--- src/rtl/reg_f_wb_sched_if.sv ---
// Bundle of issue, writeback, read-address and register-file write signals around the scheduler.
// Latency: none, wires only.
// Backpressure: the scheduler answers issue with issue_ready and each writeback source with its own ready.
interface reg_f_wb_sched_if #(
    parameter int DataSize = 32,
    parameter int AddrSize = 5
);
    logic                issue_valid;
    logic [AddrSize-1:0] issue_address;
    logic                issue_ready;
    logic                alu_valid;
    logic [AddrSize-1:0] alu_address;
    logic [DataSize-1:0] alu_data;
    logic                alu_ready;
    logic                mem_valid;
    logic [AddrSize-1:0] mem_address;
    logic [DataSize-1:0] mem_data;
    logic                mem_ready;
    logic [AddrSize-1:0] read_address0;
    logic [AddrSize-1:0] read_address1;
    logic [AddrSize-1:0] read_address2;
    logic                stall;
    logic                rf_write;
    logic [AddrSize-1:0] rf_write_address;
    logic [DataSize-1:0] rf_write_data;
    logic                sb_error;

    // Pipeline side: drives requests, sees handshakes and stall.
    modport master (
        output issue_valid, issue_address,
        output alu_valid, alu_address, alu_data,
        output mem_valid, mem_address, mem_data,
        output read_address0, read_address1, read_address2,
        input  issue_ready, alu_ready, mem_ready, stall,
        input  rf_write, rf_write_address, rf_write_data, sb_error
    );

    // Scheduler side.
    modport slave (
        input  issue_valid, issue_address,
        input  alu_valid, alu_address, alu_data,
        input  mem_valid, mem_address, mem_data,
        input  read_address0, read_address1, read_address2,
        output issue_ready, alu_ready, mem_ready, stall,
        output rf_write, rf_write_address, rf_write_data, sb_error
    );
endinterface

--- src/rtl/reg_f_wb_sched.sv ---
// Writeback scheduler for the register file write port (ALU/MEM arbitration) plus a per-register pending-write scoreboard.
// Latency: a grant in cycle N drives rf_write in N+1; stall/issue_ready/ready signals are combinational from state.
// Backpressure: issue is refused while the destination counter is saturated; the losing writeback source holds its request.
module reg_f_wb_sched #(
    parameter int DataSize    = 32,
    parameter int AddrSize    = 5,
    parameter int StarveLimit = 4
) (
    input  logic               i_clk,
    input  logic               i_reset,
    reg_f_wb_sched_if.slave    bus
);
    localparam int NumRegs = 1 << AddrSize;

    logic [1:0]          r_cnt [NumRegs];
    logic [1:0]          w_cnt_nxt [NumRegs];
    logic [2:0]          r_starve;
    logic                r_rf_write;
    logic [AddrSize-1:0] r_rf_write_address;
    logic [DataSize-1:0] r_rf_write_data;
    logic                r_sb_error;

    logic                w_alu_pri;
    logic                w_alu_gnt;
    logic                w_mem_gnt;
    logic                w_gnt;
    logic [AddrSize-1:0] w_gnt_addr;
    logic [DataSize-1:0] w_gnt_data;
    logic                w_issue_fire;

    // ALU jumps ahead of MEM only once it has been starved long enough.
    assign w_alu_pri    = (32'(r_starve) >= StarveLimit);
    assign w_issue_fire = bus.issue_valid && bus.issue_ready;

    // Single-winner arbitration; the losing source stays pending.
    always_comb begin
        w_alu_gnt  = 1'b0;
        w_mem_gnt  = 1'b0;
        if (w_alu_pri) begin
            w_alu_gnt = bus.alu_valid;
            w_mem_gnt = bus.mem_valid && !bus.alu_valid;
        end else begin
            w_mem_gnt = bus.mem_valid;
            w_alu_gnt = bus.alu_valid && !bus.mem_valid;
        end
        w_gnt      = w_alu_gnt || w_mem_gnt;
        w_gnt_addr = w_alu_gnt ? bus.alu_address : bus.mem_address;
        w_gnt_data = w_alu_gnt ? bus.alu_data    : bus.mem_data;
    end

    // Next pending count per register: issue adds, commit removes, both together cancel; never wraps below zero.
    always_comb begin
        for (int i = 0; i < NumRegs; i++) begin
            w_cnt_nxt[i] = r_cnt[i];
            if (w_issue_fire && (bus.issue_address == AddrSize'(i))) begin
                if (!(w_gnt && (w_gnt_addr == AddrSize'(i)))) begin
                    w_cnt_nxt[i] = r_cnt[i] + 2'd1;
                end
            end else if (w_gnt && (w_gnt_addr == AddrSize'(i)) && (r_cnt[i] != 2'd0)) begin
                w_cnt_nxt[i] = r_cnt[i] - 2'd1;
            end
        end
    end

    // Scoreboard counters.
    always_ff @(posedge i_clk) begin
        for (int i = 0; i < NumRegs; i++) begin
            if (i_reset) begin
                r_cnt[i] <= 2'd0;
            end else begin
                r_cnt[i] <= w_cnt_nxt[i];
            end
        end
    end

    // Starvation counter: grows while ALU waits, clears on ALU grant or when ALU is idle.
    always_ff @(posedge i_clk) begin
        if (i_reset) begin
            r_starve <= 3'd0;
        end else if (!bus.alu_valid || w_alu_gnt) begin
            r_starve <= 3'd0;
        end else if (r_starve != 3'd7) begin
            r_starve <= r_starve + 3'd1;
        end
    end

    // Registered write port; address/data hold when idle.
    always_ff @(posedge i_clk) begin
        if (i_reset) begin
            r_rf_write         <= 1'b0;
            r_rf_write_address <= '0;
            r_rf_write_data    <= '0;
        end else begin
            r_rf_write <= w_gnt;
            if (w_gnt) begin
                r_rf_write_address <= w_gnt_addr;
                r_rf_write_data    <= w_gnt_data;
            end
        end
    end

    // Sticky flag for a commit that had no outstanding issue behind it.
    always_ff @(posedge i_clk) begin
        if (i_reset) begin
            r_sb_error <= 1'b0;
        end else if (w_gnt && (r_cnt[w_gnt_addr] == 2'd0)) begin
            r_sb_error <= 1'b1;
        end
    end

    assign bus.issue_ready      = (r_cnt[bus.issue_address] != 2'd3);
    assign bus.alu_ready        = w_alu_gnt;
    assign bus.mem_ready        = w_mem_gnt;
    assign bus.stall            = (r_cnt[bus.read_address0] != 2'd0) |
                                  (r_cnt[bus.read_address1] != 2'd0) |
                                  (r_cnt[bus.read_address2] != 2'd0);
    assign bus.rf_write         = r_rf_write;
    assign bus.rf_write_address = r_rf_write_address;
    assign bus.rf_write_data    = r_rf_write_data;
    assign bus.sb_error         = r_sb_error;
endmodule

--- src/flat_wrapper.sv ---
// flat-port wrapper written by rule: the top's interface ports become plain ports
module reg_f_wb_sched_flat 
#(
    parameter int DataSize    = 32,
    parameter int AddrSize    = 5,
    parameter int StarveLimit = 4
)
  (i_clk, i_reset, bus_issue_valid, bus_issue_address, bus_alu_valid, bus_alu_address, bus_alu_data, bus_mem_valid, bus_mem_address, bus_mem_data, bus_read_address0, bus_read_address1, bus_read_address2, bus_issue_ready, bus_alu_ready, bus_mem_ready, bus_stall, bus_rf_write, bus_rf_write_address, bus_rf_write_data, bus_sb_error);
  reg_f_wb_sched_if #(.DataSize(DataSize), .AddrSize(AddrSize)) bus_i ();
  input  logic i_clk;
  input  logic i_reset;
  input wire logic [$bits(bus_i.issue_valid)-1:0] bus_issue_valid;
  input wire logic [$bits(bus_i.issue_address)-1:0] bus_issue_address;
  input wire logic [$bits(bus_i.alu_valid)-1:0] bus_alu_valid;
  input wire logic [$bits(bus_i.alu_address)-1:0] bus_alu_address;
  input wire logic [$bits(bus_i.alu_data)-1:0] bus_alu_data;
  input wire logic [$bits(bus_i.mem_valid)-1:0] bus_mem_valid;
  input wire logic [$bits(bus_i.mem_address)-1:0] bus_mem_address;
  input wire logic [$bits(bus_i.mem_data)-1:0] bus_mem_data;
  input wire logic [$bits(bus_i.read_address0)-1:0] bus_read_address0;
  input wire logic [$bits(bus_i.read_address1)-1:0] bus_read_address1;
  input wire logic [$bits(bus_i.read_address2)-1:0] bus_read_address2;
  output wire logic [$bits(bus_i.issue_ready)-1:0] bus_issue_ready;
  output wire logic [$bits(bus_i.alu_ready)-1:0] bus_alu_ready;
  output wire logic [$bits(bus_i.mem_ready)-1:0] bus_mem_ready;
  output wire logic [$bits(bus_i.stall)-1:0] bus_stall;
  output wire logic [$bits(bus_i.rf_write)-1:0] bus_rf_write;
  output wire logic [$bits(bus_i.rf_write_address)-1:0] bus_rf_write_address;
  output wire logic [$bits(bus_i.rf_write_data)-1:0] bus_rf_write_data;
  output wire logic [$bits(bus_i.sb_error)-1:0] bus_sb_error;
  assign bus_i.issue_valid = bus_issue_valid;
  assign bus_i.issue_address = bus_issue_address;
  assign bus_i.alu_valid = bus_alu_valid;
  assign bus_i.alu_address = bus_alu_address;
  assign bus_i.alu_data = bus_alu_data;
  assign bus_i.mem_valid = bus_mem_valid;
  assign bus_i.mem_address = bus_mem_address;
  assign bus_i.mem_data = bus_mem_data;
  assign bus_i.read_address0 = bus_read_address0;
  assign bus_i.read_address1 = bus_read_address1;
  assign bus_i.read_address2 = bus_read_address2;
  assign bus_issue_ready = bus_i.issue_ready;
  assign bus_alu_ready = bus_i.alu_ready;
  assign bus_mem_ready = bus_i.mem_ready;
  assign bus_stall = bus_i.stall;
  assign bus_rf_write = bus_i.rf_write;
  assign bus_rf_write_address = bus_i.rf_write_address;
  assign bus_rf_write_data = bus_i.rf_write_data;
  assign bus_sb_error = bus_i.sb_error;
  reg_f_wb_sched #(.DataSize(DataSize), .AddrSize(AddrSize), .StarveLimit(StarveLimit)) u_core (.i_clk(i_clk), .i_reset(i_reset), .bus(bus_i));
endmodule
--- config.mk ---
export PLATFORM = sky130hd
export DESIGN_NAME = reg_f_wb_sched_flat
export DESIGN_NICKNAME = d
export VERILOG_FILES = /design/src/rtl/reg_f_wb_sched_if.sv /design/src/rtl/reg_f_wb_sched.sv /design/src/flat_wrapper.sv
export SDC_FILE = /design/constraint.sdc
export NUM_CORES = 1
export LEC_CHECK = 0
export BUFFER_PORTS_ARGS = -buffer_cell sky130_fd_sc_hd__buf_2
export CAP_MARGIN = 40
export CORE_ASPECT_RATIO = 1.4
export CORE_MARGIN = 8
export CORE_UTILIZATION = 40
export CTS_CLUSTER_DIAMETER = 50
export DETAILED_ROUTE_END_ITERATION = 7
export PLACE_DENSITY = 0.62
export RECOVER_POWER = 100
export REMOVE_ABC_BUFFERS = 1
export SKIP_CTS_REPAIR_TIMING = 1
export SYNTH_ARGS = -nofsm -noshare
export SYNTH_HDL_FRONTEND = slang
export SYNTH_SLANG_ARGS = --single-unit
--- constraint.sdc ---
create_clock -name i_clk -period 2.8 [get_ports i_clk]
set_clock_uncertainty 0.1 [all_clocks]
set_input_delay 0.28 -clock i_clk [delete_from_list [all_inputs] [get_ports i_clk]]
set_output_delay 0.28 -clock i_clk [all_outputs]
set_load 0.1 [all_outputs]
==> flow_summary.json, run 1 <==
{
  "status": "completed",
  "dr.pass1.iters": 5,
  "final_net_count": 1098,
  "dieHeight_um": 175.6,
  "total_power_mw": 3.927,
  "synth-compound-area-share": 0.2677,
  "worstMarginPinSlew_ps": 1377,
  "crit_top_cell": "mux4_2",
  "cp-startpoint": "u_core.r_cnt[24][0]$_SDFFE_PP0P_",
  "critPathTopFamily": "multiplexers",
  "hpwlAfterDp_mm": 18.67,
  "drc_errors": 0,
  "clk_pin_slew_worst_paths_ps": 80,
  "grt_start_max_net_pins": 75,
  "antenna_found_initial": 0,
  "finalCritPeriodShare": 0.9975,
  "maxSlewViolCount": 0,
  "hp-class": "in -> reg",
  "synth.distinct_cells": 68,
  "rr_startpoint": "u_core.r_starve[2]$_SDFFE_PP0P_",
  "cp_slowest_cell": "mux4_2",
  "ys_ff_latch": 106,
  "htree_levels": 3,
  "overflow": 0,
  "endpoint": "bus_stall",
  "path_cells": "nor2_4 > buf_4 > mux4_2 > mux4_2 > mux2i_1 > or3_4 > buf_12",
  "area_growth_pct": 17.35,
  "required_ps": 2420,
  "drive_above_1_share": 0.2677,
  "synth_top_family_by_area": "compound AO/OA/AOI/OAI gates",
  "drt_iter0_drc": 578,
  "yosys.area.top_type": "dfxtp_1",
  "post_drt_wl_per_cell_um": 19.77,
  "initial_core_util": 0.4063,
  "place.gp.congestion": 0.9308,
  "fmax_ghz": 0.3580,
  "vias": 7337,
  "fin_cells": 1241,
  "synth_cells": 881,
  "cts_buffer_depth": 2,
  "r2r-end": "u_core.bus.sb_error$_SDFFE_PP0P_",
  "path_buf_inv": 2,
  "ys_warn_count": 0,
  "min_period_ps": 2793,
  "ys_top_cells_by_area": "dfxtp_1, mux4_2, nand2_1",
  "synthMuxAreaShare": 0.1342,
  "synth_edf_count": 0,
  "cp.arrival_ps": 2410,
  "grt_pass1_vias": 7051,
  "coreArea_um2": 17920,
  "track_usage": 0.2152,
  "rrSetupSlack_ps": 130,
  "dieArea_um2": 22840,
  "ios": 142,
  "cp_slowest_stage_delay_ps": 510,
  "worst-setup-path-type": "reg -> out",
  "p_leak_nw": 2.922,
  "ys.flop_type": "dfxtp_1",
  "cts-buffers-inserted": 9,
  "die_w_um": 130.0,
  "startpoint_type": "register",
  "fillers": 1788,
  "dp.cells": 1221,
  "synthXorXnorAreaFrac": 0.01804,
  "clock-root-buffer": "clkbuf_16",
  "clock_latency_ps": 370,
  "ff2ff_path_depth": 8,
  "antenna_cells": 0,
  "synth.cell_area_um2": 7282,
  "async_flop_share": 0,
  "maxCapViolCount": 0,
  "cp_num_cells": 7,
  "utilization": 0.4768,
  "endpoint_kind": "primary output",
  "synthAdderAreaFrac": 0.005155,
  "port_buffers": 141,
  "synth_top_area_share": 0.2914,
  "peakVddDrop_uv": 244.2,
  "cp_max_fo": 4,
  "rows": 58,
  "synthSimpleGateAreaFrac": 0.2318,
  "ant_nets": 0,
  "wl_mm": 24.54,
  "ys_seq_area_frac": 0.2914,
  "syn_area_per_cell_um2": 8.266,
  "via_per_inst": 5.912,
  "relSlewSlack": 0.08215,
  "hold_viol": 0,
  "power_density_nw_per_um2": 459.6,
  "grt_first_pass_wirelength_mm": 38.35,
  "clock_sinks": 106,
  "rsz0062_at_grt": "yes",
  "cts_tree": "yes",
  "setup_viol": 0
}
[logic make-up (layout without fill, tap and decap cells)]
kind of cell	Yosys count	in the layout
mux	52	52
compound gates	265	265
flops	106	106
xor+xnor	15	15
simple gates	364	364
buf+inv	76	196
fa+ha+maj	3	3
[worst min path at each step]
stage | cells after the start | from | slack [ps] | end
2_1_floorplan | 1 | i_reset | 250 | u_core.r_cnt[11][0]$_SDFFE_PP0P_
3_3_place_gp | 2 | u_core.bus.rf_write_data[15]$_SDFFE_PP0P_ | 380 | u_core.bus.rf_write_data[15]$_SDFFE_PP0P_
3_5_place_dp | 2 | u_core.bus.rf_write_data[1]$_SDFFE_PP0P_ | 390 | u_core.bus.rf_write_data[1]$_SDFFE_PP0P_
4_1_cts | 3 | bus_alu_data[30] | 60 | u_core.bus.rf_write_data[30]$_SDFFE_PP0P_
5_1_grt | 3 | bus_mem_data[16] | 70 | u_core.bus.rf_write_data[16]$_SDFFE_PP0P_
6_report | 3 | bus_alu_data[0] | 70 | u_core.bus.rf_write_data[0]$_SDFFE_PP0P_
[worst register-to-register path, cell delays in order, from the launching register on]
cell and delay (ps):
dfxtp_1 340, nand2b_1 240, nand2_4 220, inv_1 210, o31ai_1 580, buf_2 380, o21ai_0 130, o2111ai_1 170
o221ai_1 180
[state kept, by name, summed over array words and instances, names as in the netlist]
signal and cells:
u_core.r_cnt 64, u_core.bus.rf_write_data 32, u_core.bus.rf_write_address 5, u_core.r_starve 3, u_core.bus.rf_write 1, u_core.bus.sb_error 1
[through the flow]
stage,hold WS [ps],area (µm²),setup slack [ps],setup TNS [ps]
after floorplan,246.2,6924,-973.7,-33930
after CTS,60.82,8526,-129.5,-204.1
after global placement,383.5,8217,220.2,0
after global routing,65.90,8546,-54.39,-287.6
final,69.48,8546,6.886,0
after detailed placement,387.9,8217,191.9,0
[cells in the mapped netlist, types with 3 or more instances]
library cell  count
dfxtp_1         106
ha_1              3
a21oi_1          46
buf_6             7
a2111oi_2         3
o2111ai_1        17
clkbuf_1         35
or3_1             6
a21boi_0          6
o21ai_0          59
or2_1             3
o211ai_1         12
nand2_1         133
and3_1            7
nand4_1           5
nor2_2            3
buf_4             5
mux4_2           35
nor4_1            4
nor3_1           15
nand3_1          22
o311a_1           3
o21a_1           10
nor2b_1           6
buf_2            16
or2_2             7
nand2b_1         18
a211o_1           4
xnor2_1          13
a311oi_1         32
mux2i_1          13
a221oi_2          8
a211oi_1         33
buf_1             8
inv_1             5
nor2_1          118
a221oi_1          9
a211oi_2          5
[routing by layer]
metal / wire length, µm / GRT usage / part of all wire
met1: 9365 / 0.2470 / 0.38
met2: 11920 / 0.3618 / 0.49
met3: 1914 / 0.04097 / 0.078
met4: 1337 / 0.1263 / 0.054
met5: 0 / 0 / 0
[cell usage in the layout (no fill, tap or decap), types with 8 or more instances in the layout]
cell type    n
nand2_1    133
nor2_1     101
buf_2       98
dfxtp_1     79
o21ai_0     59
a21oi_1     46
clkbuf_1    42
mux4_2      35
a211oi_1    34
a311oi_1    32
buf_4       25
nand3_1     22
dfxtp_2     22
nand2b_1    18
nor2_2      18
o2111ai_1   17
nor3_1      16
mux2i_1     13
xnor2_1     13
o211ai_1    12
a221oi_1    10
o21a_1      10
clkbuf_16    9
or2_2        8
[where the power goes]
part	switching (mW)	internal (mW)	total [mW]
combinational	0.743	0.237	0.980
clock	0.648	0.711	1.36
sequential	0.0320	1.56	1.59
total	1.42	2.50	3.93
[cell type report]
| type | instances | area [µm²] | share of cell area |
|---|---|---|---|
| clock buffers | 9 | 225.2 | 0.02635 |
| multi-input cells | 699 | 4795 | 0.5611 |
| inverters | 5 | 18.77 | 0.002196 |
| clock inverters | 7 | 83.83 | 0.009810 |
| well taps | 240 | 300.3 | 0.03514 |
| flip-flops and latches | 106 | 2168 | 0.2537 |
| repair buffers | 175 | 954.7 | 0.1117 |
Note: power is estimated with default switching activity, not from simulation.
==> run 2: changes to the inputs <==
--- a/config.mk
+++ b/config.mk
@@ -5,7 +5,7 @@
 export SDC_FILE = /design/constraint.sdc
 export NUM_CORES = 1
 export LEC_CHECK = 0
-export BUFFER_PORTS_ARGS = -buffer_cell sky130_fd_sc_hd__buf_2
+export BUFFER_PORTS_ARGS = -buffer_cell sky130_fd_sc_hd__buf_4
 export CAP_MARGIN = 40
 export CORE_ASPECT_RATIO = 1.4
 export CORE_MARGIN = 8
==> constraint.sdc (replaced) <==
create_clock -name i_clk -period 2.8 [get_ports i_clk]
set_clock_uncertainty 0.1 [all_clocks]
set_input_delay 0.56 -clock i_clk [delete_from_list [all_inputs] [get_ports i_clk]]
set_output_delay 0.56 -clock i_clk [all_outputs]
set_load 0.1 [all_outputs]
==> run 2 against run 1 <==
The run now ends with setup timing left. Combinational power increased by 8%. Sequential share of layout area decreased by 2.7 points. Total power decreased by 0.24%. Utilization increased by 5.9 points. Highest routed layer unchanged. Sequential power about the same.
==> flow_summary.json, run 2 (synthesis results as in run 1) <==
{
  "antenna_found_initial": 0,
  "wl_met2_mm": 12.67,
  "maxCapViolCount": 0,
  "path_cells": "nor2_4 > buf_6 > mux4_2 > mux4_2 > mux2i_1 > or3_4 > buf_12",
  "worst-setup-path-type": "reg -> out",
  "cp.arrival_ps": 2380,
  "largest_register_ffs": 64,
  "finalCritPeriodShare": 1.084,
  "hold_ws_ps": 352.9,
  "post_drt_wl_per_cell_um": 19.44,
  "hp-class": "in -> reg",
  "dieHeight_um": 175.6,
  "ios": 142,
  "clk_pin_slew_worst_paths_ps": 80,
  "pre_cts_slack_ps": -179.6,
  "drive_above_1_share": 0.3594,
  "clock_sinks": 106,
  "p_leak_nw": 3.528,
  "peakVddDrop_uv": 304.7,
  "area_growth_pct": 31.99,
  "fillers": 1747,
  "dr.pass1.iters": 5,
  "min_period_ps": 3035,
  "power_density_nw_per_um2": 407.6,
  "drc_errors": 0,
  "clock_latency_ps": 370,
  "cp_max_fo": 3,
  "ant_nets": 0,
  "worstMarginPinSlew_ps": 1369,
  "cp_slowest_stage_delay_ps": 480,
  "via_per_inst": 5.878,
  "startpoint_type": "register",
  "antenna_cells": 0,
  "final_common_cell": "buf_4",
  "grt_first_pass_wirelength_mm": 39.20,
  "clock-root-buffer": "clkbuf_16",
  "highest_layer": "met4",
  "final_net_count": 1185,
  "track_usage": 0.2208,
  "final_cell_mix": "buf_4, nand2_1, nor2_1",
  "m1WireLength_mm": 9.950,
  "maxSlewViolCount": 0,
  "top_register": "u_core.r_cnt",
  "vias": 7806,
  "initial_core_util": 0.4063,
  "setup_slack_ps": -235.3,
  "die_w_um": 130.0,
  "drt_iter0_drc": 646,
  "wl_mm": 25.82,
  "relSlewSlack": 0.08756,
  "violations": "setup timing",
  "rows": 58,
  "status": "finished with violations",
  "dieArea_um2": 22840,
  "path_buf_inv": 2,
  "rsz0062_at_grt": "yes",
  "endpoint_kind": "primary output",
  "cts_tree": "yes",
  "setup_viol": 2,
  "cp_slowest_cell": "mux4_2",
  "cts_buffer_depth": 2,
  "grt_pass1_vias": 7185,
  "hold_viol": 0,
  "utilization": 0.5362,
  "critPathTopFamily": "multiplexers",
  "cts-buffers-inserted": 9,
  "place.gp.congestion": 0.9058,
  "coreArea_um2": 17920,
  "grt_start_max_net_pins": 75,
  "dr_wl_met3_mm": 1.903,
  "fmax_ghz": 0.3295,
  "port_buffers": 141,
  "hpwlAfterDp_mm": 19.92,
  "overflow": 0,
  "crit_top_cell": "mux4_2",
  "required_ps": 2140,
  "htree_levels": 3
}
run 2: cell count changes in the layout (fill, tap and decap cells not counted), moves of 7 or more:
cell     delta
dfxtp_2    +11
dfxtp_1    -10
nor2_1     -11
buf_2      -98
buf_6      +15
nand2_1     -7
buf_4     +174
run 2: layout make-up:
cell class,instances,area (µm²),share of cell area
Inverter,5,18.77,0.001953
Tap cell,240,300.3,0.03124
Clock inverter,7,61.31,0.006379
Timing Repair Buffer,262,1909,0.1986
Multi-Input combinational cell,699,4918,0.5117
Clock buffer,9,225.2,0.02343
Sequential cell,106,2178,0.2266
run 2: stage by stage:
stage | total power, mW | cells | setup TNS (ps) | instance area [µm²]
floorplan | 2.295 | 810 | -51340 | 6924
finish | 3.918 | 1328 | -380.5 | 9612
global route | 4.081 | 1328 | -5246 | 9612
global placement | 2.710 | 1301 | -287.8 | 9138
CTS | 3.985 | 1317 | -793.4 | 9424
detailed placement | 2.714 | 1301 | -294.1 | 9138
run 2: power breakdown:
part | switching, mW | total (mW) | internal [mW]
clock network | 0.650 | 1.27 | 0.620
logic | 0.755 | 1.06 | 0.305
registers | 0.0306 | 1.59 | 1.56
total | 1.44 | 3.92 | 2.48
run 2: final timing paths:
| kind | startpoint | cells past startpoint | slack, ps | endpoint |
|---|---|---|---|---|
| setup / recovery | u_core.r_cnt[25][0]$_SDFFE_PP0P_ | 7 | -240 | bus_stall |
| setup reg to reg | u_core.r_starve[2]$_SDFFE_PP0P_ | 8 | 100 | u_core.r_cnt[3][0]$_SDFFE_PP0P_ |
| hold / removal | bus_alu_data[2] | 3 | 350 | u_core.bus.rf_write_data[2]$_SDFFE_PP0P_ |
| hold reg to reg | u_core.bus.rf_write_data[13]$_SDFFE_PP0P_ | 2 | 400 | u_core.bus.rf_write_data[13]$_SDFFE_PP0P_ |
run 2: tightest hold or removal path, cell delays in order:
cell,delay [ps]
buf_4,110
nand2_1,50
a311oi_1,70
run 2: per-layer routing:
metal / vias up / track usage
li1: 3703 / -
met1: 3688 / 0.2511
met2: 341 / 0.3730
met3: 74 / 0.04461
met4: 0 / 0.1272
met5: - / 0
